--- config.mk ---
export PLATFORM = sky130hd
export DESIGN_NAME = vram_rect_fill
export DESIGN_NICKNAME = d
export VERILOG_FILES = /design/src/rtl/vram_pkg.sv /design/src/rtl/vram_addr_gen.sv /design/src/rtl/vram_rect_fill.sv
export SDC_FILE = /design/constraint.sdc
export NUM_CORES = 1
export LEC_CHECK = 0
export BUFFER_PORTS_ARGS = -buffer_cell sky130_fd_sc_hd__buf_2
export CAP_MARGIN = 20
export CORE_UTILIZATION = 45
export CTS_CLUSTER_DIAMETER = 150
export DETAILED_ROUTE_END_ITERATION = 10
export PLACE_DENSITY = 0.61
export SLEW_MARGIN = 10
export SYNTH_ARGS = -nofsm -noshare
export SYNTH_HDL_FRONTEND = slang
export SYNTH_SLANG_ARGS = --single-unit
--- constraint.sdc ---
create_clock -name clk -period 6.84 [get_ports clk]
set_clock_uncertainty 0.1 [all_clocks]
set_input_delay 0.342 -clock clk [delete_from_list [all_inputs] [get_ports clk]]
set_output_delay 0.342 -clock clk [all_outputs]
set_load 0.01 [all_outputs]
--- src/rtl/vram_pkg.sv ---
// Shared constants and FSM state type for VRAM CPU-port masters.
//   H_RES, V_RES : visible raster size; H_RES is also the row pitch in bytes
//   VRAM_AW      : byte address width of the 512K x 8 VRAM
//   fill_state_e : state encoding of the rectangle fill engine
//   row_addr()   : H_RES*y as a shift-add, no multiplier
package vram_pkg;

  localparam int unsigned H_RES   = 640;
  localparam int unsigned V_RES   = 480;
  localparam int unsigned VRAM_AW = 19;

  typedef enum logic [2:0] {
    StIdle,
    StSetup,
    StRd,
    StRdWait,
    StWr,
    StGap,
    StDone
  } fill_state_e;

  // 640*y = 512*y + 128*y; y <= 479 keeps the result inside 19 bits.
  function automatic logic [VRAM_AW-1:0] row_addr(input logic [9:0] y);
    logic [VRAM_AW-1:0] yw;
    yw = {{(VRAM_AW-10){1'b0}}, y};
    return (yw << 9) + (yw << 7);
  endfunction

endpackage

--- src/rtl/vram_addr_gen.sv ---
// Raster address generator for the rectangle fill engine.
//   clk, reset       : clock, asynchronous active-high reset
//   load             : start a new rectangle at (x0, y0)
//   step             : advance to the next pixel in raster order
//   x0, y0           : rectangle origin (held stable by the caller)
//   ew, eh           : clipped width/height (non-zero whenever step is used)
//   addr             : current byte address, H_RES*y + x
//   last_col         : current pixel is the last one of its row
//   last_pix         : current pixel is the last one of the rectangle
module vram_addr_gen
  import vram_pkg::*;
(
  input  logic               clk,
  input  logic               reset,
  input  logic               load,
  input  logic               step,
  input  logic [9:0]         x0,
  input  logic [9:0]         y0,
  input  logic [9:0]         ew,
  input  logic [9:0]         eh,
  output logic [VRAM_AW-1:0] addr,
  output logic               last_col,
  output logic               last_pix
);

  localparam logic [VRAM_AW-1:0] Pitch = VRAM_AW'(H_RES);

  logic [9:0]         col_q;
  logic [9:0]         row_q;
  logic [VRAM_AW-1:0] row_base_q;
  logic [VRAM_AW-1:0] addr_q;
  logic [VRAM_AW-1:0] x0_w;

  assign x0_w     = {{(VRAM_AW-10){1'b0}}, x0};
  assign last_col = (col_q == ew - 10'd1);
  assign last_pix = last_col && (row_q == eh - 10'd1);
  assign addr     = addr_q;

  // Each row restarts from the saved row base so no per-row subtraction is needed.
  always_ff @(posedge clk or posedge reset) begin
    if (reset) begin
      col_q      <= '0;
      row_q      <= '0;
      row_base_q <= '0;
      addr_q     <= '0;
    end else if (load) begin
      col_q      <= '0;
      row_q      <= '0;
      row_base_q <= row_addr(y0);
      addr_q     <= row_addr(y0) + x0_w;
    end else if (step) begin
      if (last_col) begin
        col_q      <= '0;
        row_q      <= row_q + 10'd1;
        row_base_q <= row_base_q + Pitch;
        addr_q     <= row_base_q + Pitch + x0_w;
      end else begin
        col_q  <= col_q + 10'd1;
        addr_q <= addr_q + VRAM_AW'(1);
      end
    end
  end

endmodule

--- src/rtl/vram_rect_fill.sv ---
// Rectangle fill master for the vram_ctrl CPU port.
// Accepts one command (origin, size, colour), clips it to H_RES x V_RES and writes the colour
// into every covered pixel in raster order, one request every WR_GAP clocks.
//   clk, reset            : clock, asynchronous active-high reset
//   start / ready         : command handshake, accepted when both are high
//   x0, y0, width, height : rectangle, pixels
//   color, xor_mode       : fill colour; xor_mode selects dst ^= color
//   done                  : one-clock pulse after the last write
//   cpu_mem_wr/cpu_mem_rd : one-clock request pulses to vram_ctrl
//   cpu_addr, cpu_wr_data : request address (held through the gap) and write byte
//   cpu_rd_data           : read byte from vram_ctrl
// Build option: define RECT_FILL_XOR_EN to enable the read-modify-write XOR path; without it
// xor_mode is ignored and cpu_mem_rd is tied low.
module vram_rect_fill
  import vram_pkg::*;
#(
  parameter int unsigned WR_GAP = 3,
  parameter int unsigned RD_LAT = 3
) (
  input  logic               clk,
  input  logic               reset,
  input  logic               start,
  output logic               ready,
  input  logic [9:0]         x0,
  input  logic [9:0]         y0,
  input  logic [9:0]         width,
  input  logic [9:0]         height,
  input  logic [7:0]         color,
  input  logic               xor_mode,
  output logic               done,
  output logic               cpu_mem_wr,
  output logic               cpu_mem_rd,
  output logic [VRAM_AW-1:0] cpu_addr,
  output logic [7:0]         cpu_wr_data,
  input  logic [7:0]         cpu_rd_data
);

  // Counter reloads: the wait state is entered one clock after the request pulse.
  localparam logic [7:0] GapLoad = 8'(WR_GAP - 2);
`ifdef RECT_FILL_XOR_EN
  localparam logic [7:0] RdLoad  = 8'(RD_LAT - 2);
`endif

  fill_state_e state_q, state_d;
  logic [7:0]  wait_q, wait_d;
  logic [9:0]  x0_q, y0_q, width_q, height_q;
  logic [7:0]  wr_data_q, wr_data_d;
  logic        accept;
  logic        load, step;
  logic        last_col, last_pix;
  logic        empty;
  logic [10:0] x_room, y_room;
  logic [9:0]  ew, eh;
  fill_state_e req_state;

`ifdef RECT_FILL_XOR_EN
  logic [7:0] color_q;
  logic       xor_q;
  assign req_state = xor_q ? StRd : StWr;
`else
  logic [8:0] unused_in;
  assign unused_in = {xor_mode, cpu_rd_data};
  assign req_state = StWr;
`endif

  // Clipping against the raster; x_room/y_room are only meaningful when the origin is inside.
  assign x_room = 11'(H_RES) - {1'b0, x0_q};
  assign y_room = 11'(V_RES) - {1'b0, y0_q};
  assign ew     = ({1'b0, width_q}  > x_room) ? x_room[9:0] : width_q;
  assign eh     = ({1'b0, height_q} > y_room) ? y_room[9:0] : height_q;
  assign empty  = (x0_q >= 10'(H_RES)) || (y0_q >= 10'(V_RES)) ||
                  (width_q == 10'd0) || (height_q == 10'd0);

  vram_addr_gen u_addr_gen (
    .clk      (clk),
    .reset    (reset),
    .load     (load),
    .step     (step),
    .x0       (x0_q),
    .y0       (y0_q),
    .ew       (ew),
    .eh       (eh),
    .addr     (cpu_addr),
    .last_col (last_col),
    .last_pix (last_pix)
  );

  always_comb begin
    state_d   = state_q;
    wait_d    = wait_q;
    wr_data_d = wr_data_q;
    accept    = 1'b0;
    load      = 1'b0;
    step      = 1'b0;
    case (state_q)
      StIdle: begin
        if (start) begin
          accept    = 1'b1;
          wr_data_d = color;
          state_d   = StSetup;
        end
      end
      StSetup: begin
        if (empty) begin
          state_d = StDone;
        end else begin
          load    = 1'b1;
          state_d = req_state;
        end
      end
`ifdef RECT_FILL_XOR_EN
      StRd: begin
        wait_d  = RdLoad;
        state_d = StRdWait;
      end
      StRdWait: begin
        if (wait_q == 8'd0) begin
          wr_data_d = cpu_rd_data ^ color_q;
          state_d   = StWr;
        end else begin
          wait_d = wait_q - 8'd1;
        end
      end
`endif
      StWr: begin
        wait_d  = GapLoad;
        state_d = StGap;
      end
      StGap: begin
        if (wait_q == 8'd0) begin
          if (last_pix) begin
            state_d = StDone;
          end else begin
            // Address moves only here, so it is stable through the request and its gap.
            step    = 1'b1;
            state_d = req_state;
          end
        end else begin
          wait_d = wait_q - 8'd1;
        end
      end
      StDone: state_d = StIdle;
      default: state_d = StIdle;
    endcase
  end

  always_ff @(posedge clk or posedge reset) begin
    if (reset) begin
      state_q   <= StIdle;
      wait_q    <= '0;
      wr_data_q <= '0;
      x0_q      <= '0;
      y0_q      <= '0;
      width_q   <= '0;
      height_q  <= '0;
    end else begin
      state_q   <= state_d;
      wait_q    <= wait_d;
      wr_data_q <= wr_data_d;
      if (accept) begin
        x0_q     <= x0;
        y0_q     <= y0;
        width_q  <= width;
        height_q <= height;
      end
    end
  end

`ifdef RECT_FILL_XOR_EN
  always_ff @(posedge clk or posedge reset) begin
    if (reset) begin
      color_q <= '0;
      xor_q   <= 1'b0;
    end else if (accept) begin
      color_q <= color;
      xor_q   <= xor_mode;
    end
  end
  assign cpu_mem_rd = (state_q == StRd);
`else
  assign cpu_mem_rd = 1'b0;
`endif

  assign ready       = (state_q == StIdle);
  assign done        = (state_q == StDone);
  assign cpu_mem_wr  = (state_q == StWr);
  assign cpu_wr_data = wr_data_q;

endmodule

# After elaboration in Yosys (flattened, before gate mapping)
# Cells that the tools add are included.
[classes]
n_addsub = 12
n_lt_le_gt_ge = 4
eq_ne = 9
mux = 28
reduce_logical = 15
[op_table]
columns = ["op", "count"]
rows = [
  ["$mux 19", 6],
  ["$mux 10", 8],
  ["$add 19x10->19", 2],
  ["$gt 10x11->1", 2],
  ["$add 10x1->10 const B", 2],
  ["$eq 10x10->1", 2],
  ["$logic_not 10->1", 2],
  ["$sub 10x1->10 const B", 2],
  ["$add 19x1->19 const B", 1],
  ["$add 19x10->19 const B", 1],
  ["$add 19x17->19", 1],
  ["$pmux 8 s2", 1],
  ["$pmux 3 s4", 1],
  ["$sub 10x10->11 const A", 1],
  ["$sub 9x10->11 const A", 1],
  ["$ge 10x10->1 const B", 1],
  ["$ge 10x9->1 const B", 1],
  ["$eq 3x3->1 const B", 3],
  ["$logic_not 8->1", 1],
  ["$mux 8", 1],
  ["$reduce_and 2->1", 4],
  ["$sub 8x1->8 const B", 1],
  ["$mux 1", 7],
  ["$mux 3", 2],
  ["7 further kinds", 14],
]
[totals]
ff_bits = 117
input_bits = 60
out_inout_bits = 31

# Longest topological paths before layout
# Gate-level depths: netlist of the first run.
[depth]
ltp_word = 11
ltp_mapped = 32
mapped_depth_nobuf = 25

# Modules after synthesis
# From an unflattened synthesis of the first run, not the netlist that was laid out.
[hier_totals]
cells_unflattened = 948
hier_area_um2 = 8305.5
[modules_own_cells]
columns = ["mod", "n_inst", "cells_per_inst", "area_each_um2", "seq_area_each_um2"]
rows = [
  ["vram_addr_gen", 1, 601, 4834.6, 1276.2],
  ["vram_rect_fill", 1, 347, 3470.8, 1476.4],
]

# Worst setup path before layout of the first run
# OpenSTA, ideal clock, no wires.
[synth_path]
path_kind = "flip-flop to flip-flop"
start = "register x0_q[0]"
end = "register u_addr_gen.row_q[0]"
setup_time_ns = 0.125
arrival_time_ns = 5.980
required_time_ns = 6.615
slack_ns = 0.635
stages_incl_launch_ff = 29
path_buffers = 6
period_less_slack_ns = 6.205
cell_sequence = "dfrtp_1 > clkbuf_1 > inv_1 > ha_1 > or3b_1 > buf_6 > o31ai_1 > o21ai_0 > ha_1 > a21o_1 > a21o_1 > a211oi_1 > clkbuf_1 > nor3_1 > a21oi_1 > ha_1 > clkbuf_1 > xor2_1 > a21oi_1 > nor3_1 > mux2_2 > or2_2 > nand4_1 > nor4_4 > buf_2 > nand4_4 > and2_1 > buf_2 > mux2_2"
[synth_between]
elab_chain_len = 11
[synth_lines]
columns = ["element", "line", "rtl"]
rows = [
  ["start: declaration", "vram_rect_fill.sv:46", "logic [9:0] x0_q, y0_q, width_q, height_q;"],
  ["start signal: assignment", "vram_rect_fill.sv:152", "x0_q <= '0;"],
  ["start signal: assignment", "vram_rect_fill.sv:161", "x0_q <= x0;"],
  ["$sub 10x10->11", "vram_rect_fill.sv:67", "assign x_room = 11'(H_RES) - {1'b0, x0_q};"],
  ["$gt 10x11->1", "vram_rect_fill.sv:69", "assign ew = ({1'b0, width_q} > x_room) ? x_room[9:0] : width_q;"],
  ["$mux 10", "vram_rect_fill.sv:69", ""],
  ["$sub 10x1->10", "vram_addr_gen.sv:35", "assign last_col = (col_q == ew - 10'd1);"],
  ["$eq 10x10->1", "vram_addr_gen.sv:35", ""],
  ["$logic_and 1x1->1", "vram_addr_gen.sv:36", "assign last_pix = last_col && (row_q == eh - 10'd1);"],
  ["$mux 1", "vram_rect_fill.sv:131", "if (last_pix) begin"],
  ["$mux 1", "vram_rect_fill.sv:130", "if (wait_q == 8'd0) begin"],
  ["$mux 1", "vram_rect_fill.sv:95", "case (state_q)"],
  ["$reduce_bool 2->1 (no line)", "n/a", ""],
  ["$reduce_and 2->1 (no line)", "n/a", ""],
  ["end signal: assignment", "vram_addr_gen.sv:54", "row_q <= row_q + 10'd1;"],
  ["end: declaration", "vram_addr_gen.sv:29", "logic [9:0] row_q;"],
]
# Several ways; a longest one is shown, not always the timed one.
# A chain may end at the register's enable or synchronous reset.

# Worst setup path in the final report of the first run
[layout_path]
start = "register x0_q[1]"
end = "register u_addr_gen.addr_q[12], in the netlist u_addr_gen.addr[12]"
[layout_between]
elab_chain_len = 10
[layout_lines]
columns = ["element", "line", "rtl"]
rows = [
  ["$sub 10x10->11", "vram_rect_fill.sv:67", ""],
  ["$gt 10x11->1", "vram_rect_fill.sv:69", ""],
  ["$mux 10", "vram_rect_fill.sv:69", ""],
  ["$sub 10x1->10", "vram_addr_gen.sv:35", ""],
  ["$eq 10x10->1", "vram_addr_gen.sv:35", ""],
  ["$logic_and 1x1->1", "vram_addr_gen.sv:36", ""],
  ["$mux 1", "vram_rect_fill.sv:131", ""],
  ["$mux 1", "vram_rect_fill.sv:130", ""],
  ["$mux 1", "vram_rect_fill.sv:95", ""],
  ["$reduce_bool 2->1 (no line)", "n/a", ""],
  ["end signal: assignment", "vram_addr_gen.sv:50", "addr_q <= row_addr(y0) + x0_w;"],
  ["end signal: assignment", "vram_addr_gen.sv:56", "addr_q <= row_base_q + Pitch + x0_w;"],
  ["end signal: assignment", "vram_addr_gen.sv:59", "addr_q <= addr_q + VRAM_AW'(1);"],
  ["end: declaration", "vram_addr_gen.sv:31", "logic [VRAM_AW-1:0] addr_q;"],
]
# Several ways; a longest one is shown, not always the timed one. The select of a mux whose other input is x is not followed.

==> metrics.yaml, run 1 <==
power_and_ir_drop:
  power_frac_comb_pct: 2.3
  power-per-cell-area_nw_per_um2: 121
  swShare_pct: 25.1
  irDropWorstVdd_mv: 0.136
  clkPwrFrac_pct: 44.9
  internal_power_uw: 921
  seqPwrFrac_pct: 52.9
  power_leakage_nw: 4.71
  p_switching_uw: 308
run:
  max_cap_violations: 0
global_route:
  grt_max_degree: 72
  antenna_found_initial: 0
  grtUsageTotal_pct: 24.2
  grt_pass1_wl_um: 39400
  grt_overflow: 0
  grt_pass1_vias: 7571
die:
  boundaryPins: 91
  core_um2: 19700
  die_area_um2: 20900
  dieWidth_um: 145
  placementRows: 51
  die_h_um: 145
  start_util_pct: 46.5
logic_synthesis:
  synth_ff_type: "dfrtp_1"
  synth-seq-cells: 110
  synth_top_area_share_pct: 30.0
  yosysTopAreaCell: "dfrtp_1"
  syn_area_um2: 9160
  syn-num-nets: 1145
  synth-edff-count: 0
  avgSynthCellArea_um2: 8.79
  seq_area_frac_synth_pct: 30.0
  ys_top_cells_by_area: "dfrtp_1 (30%), ha_1 (5.6%), mux2_2 (5.2%)"
  synthCells: 1042
  ys_types: 94
  async_reset_ff_share_pct: 100
  yosys_warnings: 0
timing:
  hold_ws_ns: 0.0681
  setup_tns_ns: 0
  setup_violations: 0
  slew_headroom_pct: 38.7
  fmax_mhz: 155
  finalCritPeriodShare_pct: 94.5
  fin_crit_ns: 6.46
  worst_pin_slew_ns: 0.919
  hold_viol: 0
  slew_violations: 0
finish:
  final_cell_mix: "dfrtp_1 (110), nand2_1 (83), nor2_1 (80), buf_2 (80), xnor2_1 (52)"
  syn_to_final_growth_pct: 10.7
  final_common_cell: "dfrtp_1"
  fill_cells: 1858
  n_antenna_cell: 0
  drive_above_1_share_pct: 18.9
  fin_nets: 1208
worst_hold_path:
  hp-class: "in2reg"
clock_tree:
  clock_sinks: 110
  clk_pin_slew_worst_paths_ns: 0.09
  cts_buffer_depth: 2
  cts_buffers: 9
  clock_latency_ns: 0.37
  root_buffer: "clkbuf_16"
  cts-htree-levels: 3
  cts_tree: "done"
route:
  postRouteAntennaNets: 0
  drt_iter0_drc: 458
  wirelength_um: 24100
  route.detailed.drc: 0
  avgViaCountPerCell: 5.80
  post_drt_wl_per_cell_um: 17.5
  routed-via-count: 7970
  drt_first_pass_iters: 8
setup_path:
  crit_fanout: 9
  arrival_ns: 6.61
  endpoint_kind: "flop"
  startpoint_type: "flop"
  cp_data_required_time_ns: 6.99
  criticalPathCategory: "reg2reg"
placed_design:
  globalplace.congestion: 0.916
  numPortBuffers: 80
  hpwl_um: 17900
status:
  run_status: "complete, no violations"
-- critical path, stage by stage (launching register included) --
cell	delay, ns
dfrtp_1	0.44
inv_1	0.13
ha_1	0.30
or3b_4	0.49
o31ai_1	0.20
o21ai_0	0.18
ha_1	0.34
nand4_1	0.14
or3_1	0.43
o221a_2	0.22
nand2_1	0.25
a21oi_1	0.18
ha_1	0.25
buf_4	0.17
xnor2_1	0.24
xnor2_1	0.12
mux2i_1	0.15
a32o_1	0.19
a32oi_1	0.13
or4_1	0.77
a311oi_4	0.35
buf_4	0.20
a211oi_1	0.05
o31a_1	0.30
-- stage by stage --
step	cell area (µm²)	utilization [%]	total power, mW	std cells	setup WS [ns]
floorplan	9160	-	0.673	1042	0.635
global placement	9810	49.8	0.691	1356	0.505
detailed placement	9810	49.8	0.692	1356	0.329
CTS	10100	51.4	1.25	1373	0.275
global route	10100	51.5	1.27	1375	-0.0258
finish	10100	51.5	1.23	1375	0.379
-- sequential cells by signal, indices dropped and copies added, names as in the netlist, 10 cells and up --
register / cells
u_addr_gen.addr: 19
u_addr_gen.row_base_q: 12
height_q: 10
u_addr_gen.col_q: 10
u_addr_gen.row_q: 10
width_q: 10
x0_q: 10
y0_q: 10
-- cell usage after synthesis (6+ instances only) --
library cell,number
or4_1,7
nand3_1,27
and2_1,12
xnor2_1,52
mux2i_1,27
or3_1,24
buf_6,7
a211o_1,6
nand4_1,19
inv_1,45
o21a_1,6
xor2_1,31
ha_1,41
o22ai_1,6
and4_1,8
o21ai_0,45
a31oi_1,16
mux2_2,42
a21o_1,14
buf_2,12
nor3_1,36
nor2_1,80
a21oi_1,51
nand2_1,83
clkbuf_1,32
nor2b_1,13
o211ai_1,13
a211oi_1,20
dfrtp_1,110
o31ai_1,7
nand2b_1,15
and3_1,14
-- area by class of cell --
type	count	area [µm²]	share of cell area, %
tap	265	332	3.27
clock buffer	9	225	2.22
inverter	45	171	1.69
sequential	110	2750	27.1
timing repair buffer	114	671	6.61
multi-input combinational	825	5920	58.3
clock inverter	7	76.3	0.752
-- worst paths after layout --
path | start | to | slack, ns | cells after the start
setup / recovery | x0_q[1] | u_addr_gen.addr[12] | 0.38 | 23
hold / removal | y0[5] | y0_q[5] | 0.07 | 3
setup reg to reg | x0_q[1] | u_addr_gen.addr[12] | 0.38 | 23
hold reg to reg | wait_q[0] | wait_q[0] | 0.40 | 1
max in group asynchronous | reset | u_addr_gen.col_q[4] | 4.87 | 4
min in group asynchronous | reset | cpu_wr_data[0] | 0.45 | 3
-- cell families (layout without fill, tap and decap cells) --
family / Yosys count / after routing / synth area share [%]
xor gates and xnor gates: 86 / 86 / 8.68
adders and majority gates: 43 / 43 / 6.03
AOI/OAI and AO/OA: 248 / 248 / 19.2
buffers and inverters: 107 / 175 / 5.50
muxes: 70 / 70 / 8.23
DFF: 110 / 110 / 30.0
and+or+nand+nor: 377 / 377 / 22.2
other: 1 / 1 / 0.0409
-- metal layers --
metal	up-vias	wire [µm]	global-route usage, %
li1	3912	-	-
met1	3774	11600	34.2
met2	246	10700	37.8
met3	38	1320	3.46
met4	0	521	7.98
met5	-	0	0
-- power by group through the flow --
stage          Sequential [mW]  Combinational (mW)  Clock (mW)
5_1_grt                  0.650              0.0328       0.586
3_3_place_gp             0.663              0.0288           0
2_1_floorplan            0.663              0.0105           0
3_5_place_dp             0.663              0.0290           0
6_report                 0.650              0.0278       0.551
4_1_cts                  0.650              0.0295       0.570
-- timing repair --
item / in CTS / in global routing
hold buffers: 1 / 0
endpoints found under the hold margin: 39 / 0
setup buffers: 0 / 2
gates resized for setup: 0 / 2
setup endpoints to repair: 0 / 23
Power figures use the tool's default switching activity.
==> run 2, diff against run 1 <==
Settings changed: ABC_AREA set to 1, PLACE_DENSITY 0.61 to 0.62.
==> metrics.yaml, run 2 <==
status:
  run_status: "complete, no violations"
route:
  wl_met3_um: 913
  routed-via-count: 7976
  wirelength_um: 21900
  top_layer: "met4"
  drt_iter0_drc: 466
  post_drt_wl_per_cell_um: 13.9
  postRouteAntennaNets: 0
  drt-met1-wl_um: 11400
  drt_first_pass_iters: 6
  wl_met2_um: 9320
  avgViaCountPerCell: 5.08
  route.detailed.drc: 0
clock_tree:
  cts_buffer_depth: 2
  clk_pin_slew_worst_paths_ns: 0.09
  cts_buffers: 9
  clock_sinks: 110
  post_cts_buffers: 0
  cts_tree: "done"
  root_buffer: "clkbuf_16"
  cts-htree-levels: 3
  clock_latency_ns: 0.38
finish:
  layout.cells.non_filler: 1571
  final_util_pct: 50.6
  largest_reg_flops: 19
  n_antenna_cell: 0
  syn_to_final_growth_pct: 10.4
  fin_nets: 1435
  final_cell_mix: "nand2_1 (379), inv_1 (157), nor2_1 (122)"
  drive_above_1_share_pct: 10.8
  final_common_cell: "nand2_1"
timing:
  fin_ws_ns: 1.17
  fin_crit_ns: 5.67
  worst_pin_slew_ns: 0.823
  setup_violations: 0
  slew_headroom_pct: 45.1
  rsz0062_at_grt: "no"
  hold_viol: 0
  fmax_mhz: 176
  setup_tns_ns: 0
  finalCritPeriodShare_pct: 82.9
  slew_violations: 0
logic_synthesis:
  yosysTopAreaCell: "dfrtp_1"
  syn-num-nets: 1369
  synth_ff_type: "dfrtp_1"
  yosys_warnings: 0
  async_reset_ff_share_pct: 100
  avgSynthCellArea_um2: 6.77
  seq_area_frac_synth_pct: 32.1
  ys_top_cells_by_area: "dfrtp_1 (32%), nand2_1 (17%), inv_1 (6.9%)"
  synth_common_cells: "nand2_1 (380), inv_1 (158), nor2_1 (122)"
  syn_area_um2: 8570
  synth-edff-count: 0
  ys_types: 43
  synth-seq-cells: 110
  synth_top_area_share_pct: 32.1
  synthCells: 1266
  synthMostInstantiatedCell: "nand2_1"
placed_design:
  dpl_worst_slack_ns: 1.22
  hpwl_um: 16600
  globalplace.congestion: 0.880
  dp.cells: 1554
  numPortBuffers: 80
power_and_ir_drop:
  irDropWorstVdd_mv: 0.195
  power-per-cell-area_nw_per_um2: 444
  finalPower_mw: 4.20
  power_leakage_nw: 5.03
global_route:
  grt_max_degree: 83
  grt_overflow: 0
  antenna_found_initial: 0
  grt_pass1_vias: 7373
  grt_pass1_wl_um: 37000
  grtUsageTotal_pct: 23.6
setup_path:
  endpoint_kind: "flop"
  startpoint_type: "flop"
  cp_common_cell: "nand2_1"
  criticalPathCategory: "reg2reg"
  critPathMaxStageDelay_ns: 0.48
  cp_data_required_time_ns: 7.00
  arrival_ns: 5.83
  critPathSlowestCell: "nand2_1"
  crit_fanout: 39
die:
  placementRows: 50
  core_um2: 18700
  dieWidth_um: 140
  die_area_um2: 19600
  die_h_um: 140
  boundaryPins: 91
  start_util_pct: 45.8
worst_hold_path:
  hp-class: "in2reg"
run:
  max_cap_violations: 0
==> run 2: changes by cell type after synthesis, moves of 20 or more <==
cell      before  now
mux2_2        42   14
xnor2_1       52   15
nor3_1        36   14
or3_1         24    0
nand2_1       83  380
nor2_1        80  122
a211oi_1      20    0
xor2_1        31   51
nand3_1       27  111
a21oi_1       51   74
clkbuf_1      32   12
mux2i_1       27    0
inv_1         45  158
==> run 2: logic make-up (layout without fill, tap and decap cells) <==
group | count (synthesis) | count (layout) | synth area share (%)
XOR/XNOR | 66 | 66 | 6.75
adder cells (fa/ha/maj) | 43 | 43 | 6.45
AND/OR/NAND/NOR | 683 | 683 | 34.0
buffers and inverters | 199 | 270 | 9.37
multiplexers | 14 | 14 | 1.84
other | 1 | 1 | 0.0438
AO/OA/AOI/OAI | 150 | 150 | 9.46
flip-flops | 110 | 110 | 32.1
==> run 2: path summary, 6_finish.rpt <==
path,start,end,slack (ns),cells past startpoint
max,y0_q[0],u_addr_gen.addr[12],1.17,32
min,x0[2],x0_q[2],0.09,2
max reg2reg,y0_q[0],u_addr_gen.addr[12],1.17,32
min reg2reg,wait_q[2],wait_q[2],0.39,1
max in group asynchronous,reset,u_addr_gen.col_q[8],4.88,4
min in group asynchronous,reset,u_addr_gen.col_q[2],0.50,3
==> run 2: area by class of cell <==
| class | instances | area (µm²) |
|---|---|---|
| fillers | 1952 | 9240 |
| multi-input cells | 957 | 5020 |
| flip-flops and latches | 110 | 2750 |
| inverters | 166 | 627 |
| repair buffers | 88 | 463 |
| well taps | 234 | 293 |
| clock buffers | 9 | 225 |
| clock inverters | 7 | 86.3 |
==> run 2: power by group <==
| part | total, mW | internal, mW | leakage, nW | switching (mW) |
|---|---|---|---|---|
| combinational | 2.56 | 0.906 | 3.50 | 1.65 |
| sequential | 1.08 | 0.845 | 1.38 | 0.239 |
| clock | 0.556 | 0.263 | 0.151 | 0.293 |
==> run 2: timing repair <==
item	4_1_cts	5_1_grt
resized for setup	0	0
endpoints found under the hold margin	45	0
hold buffers	1	0
==> run 2: stage by stage <==
stage	cell area (µm²)	hold WS (ns)
floorplan	8570	0.357
global placement	9140	0.374
detailed placement	9140	0.381
CTS	9460	0.0797
global route	9460	0.0728
finish	9460	0.0862
==> run 2: worst max-delay path, delay by kind of cell (launching register included) <==
| family | cells | cell delay, ns |
|---|---|---|
| AOI/OAI and AO/OA | 1 | 0.09 |
| adders and majority gates | 3 | 0.69 |
| buffers and inverters | 4 | 0.67 |
| DFF | 1 | 0.47 |
| and+or+nand+nor | 24 | 3.48 |
==> run 2: per-layer routing <==
layer,global-route usage (%),vias up
met1,34.7,3624
met3,3.42,15
li1,-,4179
met5,0,-
met2,36.5,158
met4,5.32,0
